**src/rtl/uart_rx_param.sv**
```systemverilog
// Parameterised UART receiver: 2-flop input synchronizer, start-bit glitch
// rejection, LSB-first shift, valid/ready output hold with overrun detection.
// Define UART_RX_PARITY_EN to build the parity bit state and checker.
module uart_rx_param #(
    parameter int CLKS_PER_BIT = 870,
    parameter int DATA_BITS    = 8,
    parameter int PARITY_ODD   = 0
) (
    input  logic                 clk,
    input  logic                 rst,
    input  logic                 din,
    output logic [DATA_BITS-1:0] d_out,
    output logic                 d_valid,
    input  logic                 d_ready,
    output logic                 frame_err,
    output logic                 parity_err,
    output logic                 overrun
);

    // state     | meaning
    // IDLE      | line high, waiting for a start edge
    // START     | waiting half a bit to re-check the start bit
    // DATA      | sampling DATA_BITS data bits, one per bit time
    // PARITY    | sampling the parity bit (parity build only)
    // STOP      | sampling the stop bit
    // WAIT_IDLE | stop bit was low; waiting for the line to return high

    localparam int CW = $clog2(CLKS_PER_BIT);
    localparam int BW = $clog2(DATA_BITS + 1);
    localparam logic [CW-1:0] BIT_LOAD  = CW'(CLKS_PER_BIT - 1);
    localparam logic [CW-1:0] HALF_LOAD = CW'((CLKS_PER_BIT - 1) / 2 - 1);
    localparam logic [BW-1:0] LAST_BIT  = BW'(DATA_BITS - 1);

    if (CLKS_PER_BIT < 4 || CLKS_PER_BIT > 65535 || DATA_BITS < 5 || DATA_BITS > 9 ||
        (PARITY_ODD != 0 && PARITY_ODD != 1)) begin : g_bad_param
        $error("uart_rx_param: parameter out of legal range");
    end

    typedef enum logic [2:0] {
        IDLE,
        START,
        DATA,
`ifdef UART_RX_PARITY_EN
        PARITY,
`endif
        STOP,
        WAIT_IDLE
    } state_t;

    state_t               state, state_nxt;
    logic [1:0]           sync_q;
    logic                 din_s;
    logic [CW-1:0]        baud_cnt;
    logic [BW-1:0]        bit_cnt;
    logic [DATA_BITS-1:0] shift_q;
    logic                 baud_tc;
    logic                 par_ok;
    logic                 load_half;
    logic                 load_bit;
    logic                 shift_en;
    logic                 par_sample;
    logic                 stop_good;
    logic                 stop_bad;

    assign din_s   = sync_q[1];
    assign baud_tc = (baud_cnt == '0);

    always_comb begin
        state_nxt  = state;
        load_half  = 1'b0;
        load_bit   = 1'b0;
        shift_en   = 1'b0;
        par_sample = 1'b0;
        stop_good  = 1'b0;
        stop_bad   = 1'b0;
        case (state)
            IDLE: begin
                if (!din_s) begin
                    load_half = 1'b1;
                    state_nxt = START;
                end
            end
            START: begin
                if (baud_tc) begin
                    if (!din_s) begin
                        load_bit  = 1'b1;
                        state_nxt = DATA;
                    end else begin
                        state_nxt = IDLE;
                    end
                end
            end
            DATA: begin
                if (baud_tc) begin
                    shift_en = 1'b1;
                    load_bit = 1'b1;
                    if (bit_cnt == LAST_BIT) begin
`ifdef UART_RX_PARITY_EN
                        state_nxt = PARITY;
`else
                        state_nxt = STOP;
`endif
                    end
                end
            end
`ifdef UART_RX_PARITY_EN
            PARITY: begin
                if (baud_tc) begin
                    par_sample = 1'b1;
                    load_bit   = 1'b1;
                    state_nxt  = STOP;
                end
            end
`endif
            STOP: begin
                if (baud_tc) begin
                    if (din_s) begin
                        stop_good = par_ok;
                        state_nxt = IDLE;
                    end else begin
                        stop_bad  = 1'b1;
                        state_nxt = WAIT_IDLE;
                    end
                end
            end
            WAIT_IDLE: begin
                if (din_s) state_nxt = IDLE;
            end
            default: state_nxt = IDLE;
        endcase
    end

    always_ff @(posedge clk) begin
        if (rst) begin
            state     <= IDLE;
            sync_q    <= 2'b11;
            baud_cnt  <= '0;
            bit_cnt   <= '0;
            shift_q   <= '0;
            d_out     <= '0;
            d_valid   <= 1'b0;
            frame_err <= 1'b0;
            overrun   <= 1'b0;
        end else begin
            state     <= state_nxt;
            sync_q    <= {sync_q[0], din};
            frame_err <= stop_bad;
            overrun   <= 1'b0;

            // Down-counter reloads at every sample point and parks at zero otherwise.
            if (load_half)
                baud_cnt <= HALF_LOAD;
            else if (load_bit)
                baud_cnt <= BIT_LOAD;
            else if (!baud_tc)
                baud_cnt <= baud_cnt - CW'(1);

            if (load_half)
                bit_cnt <= '0;
            else if (shift_en)
                bit_cnt <= bit_cnt + BW'(1);

            if (shift_en)
                shift_q <= {din_s, shift_q[DATA_BITS-1:1]};

            // A simultaneous accept frees the holding register for the new word.
            if (stop_good) begin
                if (!d_valid || d_ready) begin
                    d_out   <= shift_q;
                    d_valid <= 1'b1;
                end else begin
                    overrun <= 1'b1;
                end
            end else if (d_valid && d_ready) begin
                d_valid <= 1'b0;
            end
        end
    end

`ifdef UART_RX_PARITY_EN
    localparam logic PAR_SENSE = (PARITY_ODD != 0);
    logic par_bad_q;
    logic par_mismatch;

    assign par_mismatch = (din_s != (^shift_q ^ PAR_SENSE));
    assign par_ok       = !par_bad_q;

    always_ff @(posedge clk) begin
        if (rst) begin
            par_bad_q  <= 1'b0;
            parity_err <= 1'b0;
        end else begin
            parity_err <= par_sample && par_mismatch;
            if (load_half)
                par_bad_q <= 1'b0;
            else if (par_sample)
                par_bad_q <= par_mismatch;
        end
    end
`else
    assign par_ok     = 1'b1;
    assign parity_err = 1'b0;
`endif

endmodule

```
**config.mk**
```make
export PLATFORM = sky130hd
export DESIGN_NAME = uart_rx_param
export DESIGN_NICKNAME = d
export VERILOG_FILES = /design/src/rtl/uart_rx_param.sv
export SDC_FILE = /design/constraint.sdc
export NUM_CORES = 1
export LEC_CHECK = 0
export CORE_ASPECT_RATIO = 1.25
export CORE_MARGIN = 5
export CORE_UTILIZATION = 40
export CTS_CLUSTER_DIAMETER = 30
export CTS_CLUSTER_SIZE = 24
export DETAILED_ROUTE_END_ITERATION = 10
export PLACE_DENSITY = 0.68
export SYNTH_ARGS = -nofsm -noshare
export SYNTH_HDL_FRONTEND = slang
export SYNTH_SLANG_ARGS = --single-unit
```
**constraint.sdc**
```tcl
create_clock -name clk -period 3.51 [get_ports clk]
set_input_delay 0.702 -clock clk [delete_from_list [all_inputs] [get_ports clk]]
set_output_delay 0.702 -clock clk [all_outputs]
set_load 0.01 [all_outputs]
```
# After elaboration in Yosys (flattened, before gate mapping)
# Cells that the tools add are included.
# word_totals
input_bits	4
word_cells	67
register_bits	38
output_inout_bits	12
# op_classes
add_sub_neg	2
reduce_logical	13
n_bitwise	2
n_eq_ne	14
n_mux	25
# ops
operator	count
3-bit two-way mux	7
10-bit two-way mux	2
3-bit one-hot mux with 5 select lines	1
1-bit two-way mux	12
2-bit != test, second input constant	6
10-bit zero test	1
10-bit by 1-bit subtractor with 10-bit output, second input constant	1
9-bit two-way mux	1
3-bit by 2-bit equality test with 1-bit output, second input constant	2
6-bit AND reduction	1
2-bit OR reduction	3
4-bit by 1-bit adder with 4-bit output, second input constant	1
4-bit by 3-bit equality test with 1-bit output, second input constant	1
2-bit by 1-bit != test with 1-bit output, second input constant	2
2-bit AND reduction	2
3-bit by 1-bit equality test with 1-bit output, second input constant	1
3-bit equality test, second input constant	1
3-bit zero test	1
3-bit by 1-bit != test with 1-bit output, second input constant	1
3-bit OR reduction	1
2-bit two-way mux	1
1-bit NOT	2
1-bit one-hot mux with 2 select lines	1
2-bit nonzero test	1
3 further kinds	3

# Depth between registers and ports, before layout
# Gate-level depths: netlist of the first run.
# logic_depth
depth_word	5
ltp_mapped	7
mapped_depth_nobuf	6

# Worst setup path before layout of the first run
# Ideal clock, no wire load.
# synth_timing
kind	reg2reg
startpoint	reg baud_cnt[0]
endpoint	reg bit_cnt[2]
setup_ns	0.122
path_buffers	1
synth_period_minus_slack_ns	1.640
path_stages_with_launch	8
required_ns	3.388
arrival_ns	1.519
setup_slack_ns	1.870
path_cell_list	dfxtp_1 inv_1 ha_1 nor3b_4 nand4_2 buf_2 o21ai_0 a21oi_1
# synth_between
elab_chain_cells	3
# synth_rtl
item	line	source
from (decl)	53	logic [CW-1:0] baud_cnt;
from (signal assigned)	156	baud_cnt <= baud_cnt - CW'(1);
10-bit zero test	66	assign baud_tc = (baud_cnt == '0);
1-bit two-way mux	94	if (baud_tc) begin
1-bit two-way mux	76	case (state)
to (signal assigned)	161	bit_cnt <= bit_cnt + BW'(1);
to (decl)	54	logic [BW-1:0] bit_cnt;
# Every way passes these cells.
# A chain may end at the register's enable or synchronous reset.

# Worst setup path in the final report of the first run
# layout_timing
startpoint	reg baud_cnt[0]
endpoint	reg bit_cnt[3]
# Same word-level chain as after synthesis.

==> out/results.txt, run 1 <==
Most frequent cells in the layout: dfxtp_1, a21oi_1, nor2_1
DP Area: 0.00190 mm2
Initial Util: 41.8%
Fmax: 463 MHz
Non-filler cells, final: 259
Vias in the first global route: 1,338
I/O Buffers: 14
Tot GR Track Use: 13.4%
Startpoint type of the worst setup path: flip-flop
I/O pin cnt: 16
Synth async-reset ratio: 0%
Synth Instances: 192
Dpl ws: 1360 ps
WS Path Type: reg -> reg
Hold WS: 416 ps
Max FO, Critical Path: 14
Final antenna-violating net count: 0
CP Capture Type: flip-flop
Peak VDD IR: 0.301 mV
Clock Sinks: 38
Setup Fix Bufs, Post-CTS: 0
RSZ-0062 raised after global routing: no
Clock latency at the later pin of the worst-skew pair: 290 ps
Grt total ovfl: 0
1st-iter DRT viols: 61
DR pass1 iterations: 5
DR WL/cell: 13.3 um
Post-placement cell count: 253
Final HPWL DP: 2420 um
Status: finished, final reports clean
Avg Cell Area, Syn: 9.00 um2
Largest net degree at the start of global routing: 34
H-Tree Level Count: 2
Share of cells above drive strength 1: 9.36%
First-pass GRT wire length: 5980 um
Synth warn: 0
Sequential share of the synthesized area: 44.0%
Vias: 1,370
Remaining DRCs: 0
Final Setup Violations: 0
Number of max-cap violations: 0
Synthesized area: 0.00173 mm2
Clk slew on worst S/H paths: 70 ps
CP required: 3730 ps
DIE AREA: 0.00574 mm2
CP cell instances: inv_1 -> ha_1 -> nor3b_4 -> nand4_2 -> or3_1 -> a21oi_1
Final Cell Area: 0.00198 mm2
Nets: 211
Core area: 0.00413 mm2
CTS Buf Count: 5
Syn Nets: 199
Post-synthesis register bit count: 38
N_diodes: 0
Final Hold Fails: 0
Layout area overhead: 14.8%
Total routed wirelength: 3450 um
Chip height: 83.5 um
Clock root buffer: clkbuf_8
Worst clock skew: 3.69 ps
Setup TNS: 0 ps
Internal reg-to-reg setup slack: 1350 ps
Commonest non-fill, non-tap cell in the layout: dfxtp_1
RePlAce Congestion: 0.798
Max-slew violations: 0
TritonCTS clock tree: done
Via density: 5.29
PwrDens: 678 mW/mm2
Leakage: 0.753 nW
Final Cycle Share: 61.6%
Post-CTS sizing: 0
Worst-case clock buffer depth: 2
EDFF count, synth: 0
Slowest cell delay on critical path: 490 ps
Worst Path Arrival: 2380 ps
Main synth FF type: dfxtp_1
Crit-path slowest cell: or3_1
Type of the most critical hold path: reg -> reg
Die X: 68.8 um
Worst setup margin: 1350 ps
Antenna violations before repair: 0
# rows: 26
Minimum clock period: 2160 ps
Netlist cell types: 44
CTS Hold Buffers Added: 0
==> critical path, delay by kind of cell, from the launching register on <==
family | cells | cell delay [ps]
and+or+nand+nor | 3 | 1340
DFF | 1 | 330
buffers and inverters | 1 | 110
adders and majority gates | 1 | 180
AOI/OAI and AO/OA | 1 | 140
==> cell type report <==
cell class	instances	area [um2]
clock buffer	6	82.6
timing repair buffer	15	148
inverter	5	18.8
sequential	38	761
fill	411	2150
multi-input combinational	139	903
tap	56	70.1
==> report_power, final <==
part	switching (mW)	total (mW)	internal, mW
sequential	0.0729	0.557	0.484
combinational	0.279	0.493	0.214
clock	0.144	0.296	0.151
==> cell usage after synthesis (all sizes together), types with 2 or more instances <==
cell type / count / share of area (%)
nand2b: 3 / 1.1
mux2i: 10 / 5.8
nand4: 3 / 1.4
buf: 5 / 1.5
or3: 5 / 2.1
or3b: 2 / 1.0
a21oi: 22 / 6.4
dfxtp: 38 / 44
ha: 3 / 2.2
inv: 5 / 1.1
nand3: 11 / 3.2
nor3b: 3 / 2.0
nand2: 11 / 2.4
a211oi: 3 / 1.6
xor2: 3 / 1.5
nor3: 7 / 3.6
xnor2: 2 / 1.0
o31ai: 2 / 0.87
nor2: 20 / 4.3
o21ai: 11 / 3.2
nor4: 2 / 0.72
clkbuf: 5 / 1.1
or2: 3 / 1.1
==> state kept, by name, summed over array words and instances (netlist names) <==
name,count
baud_cnt,10
bit_cnt,4
d_out,8
d_valid,1
frame_err,1
overrun,1
shift_q,8
state,3
sync_q,2
==> routing by layer <==
layer  up-vias  GRT usage (%)  part of all wire, %
li1        707              -                    -
met1       632           16.4                   44
met2        23           21.3                   50
met3         8           4.31                  3.3
met4         0           5.32                  2.3
met5         -              0                    0
==> through the flow <==
| step | util [%] | power [mW] |
|---|---|---|
| finish | 48.0 | 1.34 |
| global route | 48.0 | 1.44 |
| CTS | 48.0 | 1.35 |
| detailed placement | 46.0 | 1.06 |
| global placement | 46.0 | 1.05 |
| floorplan | - | 0.963 |
==> final timing paths <==
check | from | endpoint | depth (start not counted)
max reg2reg | baud_cnt[0] | bit_cnt[3] | 6
max | baud_cnt[0] | bit_cnt[3] | 6
min | sync_q[0] | sync_q[1] | 1
min reg2reg | sync_q[0] | sync_q[1] | 1
==> logic make-up after synthesis <==
kind of cell    count (synthesis)  share of synthesized area, %
simple gates                   76                          26.6
compound gates                 44                          14.9
flops                          38                          44.0
buf+inv                        15                          3.69
mux                            10                          5.79
xor+xnor                        5                          2.53
fa+ha+maj                       3                          2.17
other cells                     1                         0.217
No activity file was read; power rests on OpenSTA's default activity.
==> run 2, diff against run 1 <==
==> constraint.sdc (replaced) <==
create_clock -name clk -period 2.04 [get_ports clk]
set_input_delay 0.408 -clock clk [delete_from_list [all_inputs] [get_ports clk]]
set_output_delay 0.408 -clock clk [all_outputs]
set_load 0.01 [all_outputs]
==> out/results.txt, run 2 (synthesized netlist as in run 1, its figures left out) <==
N_diodes: 0 (unchanged)
TritonCTS clock tree: done (unchanged)
Grt total ovfl: 0 (unchanged)
RSZ-0062 raised after global routing: no (unchanged)
Commonest non-fill, non-tap cell in the layout: dfxtp_1 (unchanged)
Share of cells above drive strength 1: 12.4% (was 9.36%)
I/O Buffers: 14 (unchanged)
Most frequent cells in the layout: dfxtp_1, a21oi_1, nor2_1 (unchanged)
Total routed wirelength: 3450 um (about the same)
CTS Buf Count: 5 (unchanged)
Antenna violations before repair: 0 (unchanged)
Type of the most critical hold path: reg -> reg (unchanged)
Number of max-cap violations: 0 (unchanged)
CP Capture Type: flip-flop (unchanged)
1st-iter DRT viols: 34 (was 61)
Vias: 1,405 (was 1,370)
DR pass1 iterations: 4 (was 5)
Clock root buffer: clkbuf_8 (unchanged)
CP required: 2270 ps (was 3730 ps)
Clk slew on worst S/H paths: 80 ps (was 70 ps)
Multi-input logic area: 903 um2 (unchanged)
Biggest register: baud_cnt (unchanged)
Remaining DRCs: 0 (unchanged)
Max FO, Critical Path: 9 (was 14)
DR WL/cell: 13.0 um (was 13.3 um)
Flip-flop and latch area: 761 um2 (unchanged)
# fillers: 406 (was 411)
Max-slew violations: 0 (unchanged)
I/O pin cnt: 16 (unchanged)
Peak VDD IR: 0.509 mV (was 0.301 mV)
Minimum clock period: 1860 ps (was 2160 ps)
First-pass GRT wire length: 5920 um (was 5980 um)
Initial Util: 41.8% (unchanged)
# rows: 26 (unchanged)
DIE AREA: 0.00574 mm2 (unchanged)
WS Path Type: reg -> reg (unchanged)
RePlAce Congestion: 0.854 (was 0.798)
Fmax: 537 MHz (was 463 MHz)
Worst clock skew: 8.40 ps (was 3.69 ps)
Nets: 216 (was 211)
Worst Path Arrival: 2090 ps (was 2380 ps)
Startpoint type of the worst setup path: flip-flop (unchanged)
Largest register FFs: 10 (unchanged)
Via density: 5.28 (was 5.29)
Final Setup Violations: 0 (unchanged)
Fin util: 50.4% (was 48.0%)
Tot GR Track Use: 13.2% (was 13.4%)
Final HPWL DP: 2500 um (was 2420 um)
Top Registers: baud_cnt: 10 flops, d_out: 8 flops, shift_q: 8 flops (unchanged)
Chip height: 83.5 um (unchanged)
Worst-case clock buffer depth: 2 (unchanged)
Final Cycle Share: 91.2% (was 61.6%)
Final antenna-violating net count: 0 (unchanged)
Post-CTS sizing: 0 (unchanged)
PwrDens: 1270 mW/mm2 (was 678 mW/mm2)
Layout area overhead: 20.4% (was 14.8%)
Clock latency at the later pin of the worst-skew pair: 290 ps (about the same)
Leakage: 0.803 nW (was 0.753 nW)
Die X: 68.8 um (unchanged)
Core area: 0.00413 mm2 (unchanged)
Vias in the first global route: 1,343 (was 1,338)
Largest net degree at the start of global routing: 18 (was 34)
Setup TNS: 0 ps (unchanged)
H-Tree Level Count: 2 (unchanged)
Status: finished, final reports clean (unchanged)
Final Hold Fails: 0 (unchanged)
Clock Sinks: 38 (unchanged)
run 2: changes by cell type in the layout (fill, tap and decap cells not counted), sizes merged:
cell | previous run | this run
buf | 1 | 6
bufinv | 0 | 2
run 2: power by group:
part / internal, mW / switching (mW) / leakage (nW)
Sequential: 0.832 / 0.129 / 0.309
Combinational: 0.403 / 0.484 / 0.423
Clock: 0.522 / 0.268 / 0.0714
run 2: repair_timing:
action,4_1_cts,5_1_grt
endpoints found under the hold margin,0,0
setup buffers,0,1
endpoints found under the setup margin,0,4
hold buffers,0,0
run 2: critical path: stages, from the launching register on:
cell     delay, ps
dfxtp_1        330
inv_1          120
ha_1           170
nor3b_4        380
nand4_2        270
or3_1          400
a21oi_1        140
run 2: per-stage QoR:
stage,worst slack [ps],instances,power (mW),hold WS [ps],cell area (um2)
detailed placement,203,257,1.86,410,1930
CTS,179,265,2.65,428,2070
global route,21.4,266,2.78,450,2080
global placement,230,257,1.86,396,1930
floorplan,400,192,1.66,389,1730
finish,179,266,2.64,421,2080
run 2: layout make-up:
type	count	area share, %
clock inverters	2	2.89
clock buffers	6	3.97
well taps	56	3.37
repair buffers	20	8.90
multi-input cells	139	43.4
inverters	5	0.902
flip-flops and latches	38	36.6
run 2: layer usage:
| metal | global-route usage (%) | share of wire (%) |
|---|---|---|
| met1 | 16.1 | 46 |
| met3 | 4.31 | 3.3 |
| met2 | 21.4 | 50 |
| met5 | 0 | 0 |
| met4 | 4.26 | 1.3 |
run 2: worst paths after layout:
path,from,to,slack [ps],depth (start not counted)
max,baud_cnt[0],bit_cnt[3],180,6
min reg2reg,sync_q[0],sync_q[1],420,1
max reg2reg,baud_cnt[0],bit_cnt[3],180,6
min,sync_q[0],sync_q[1],420,1
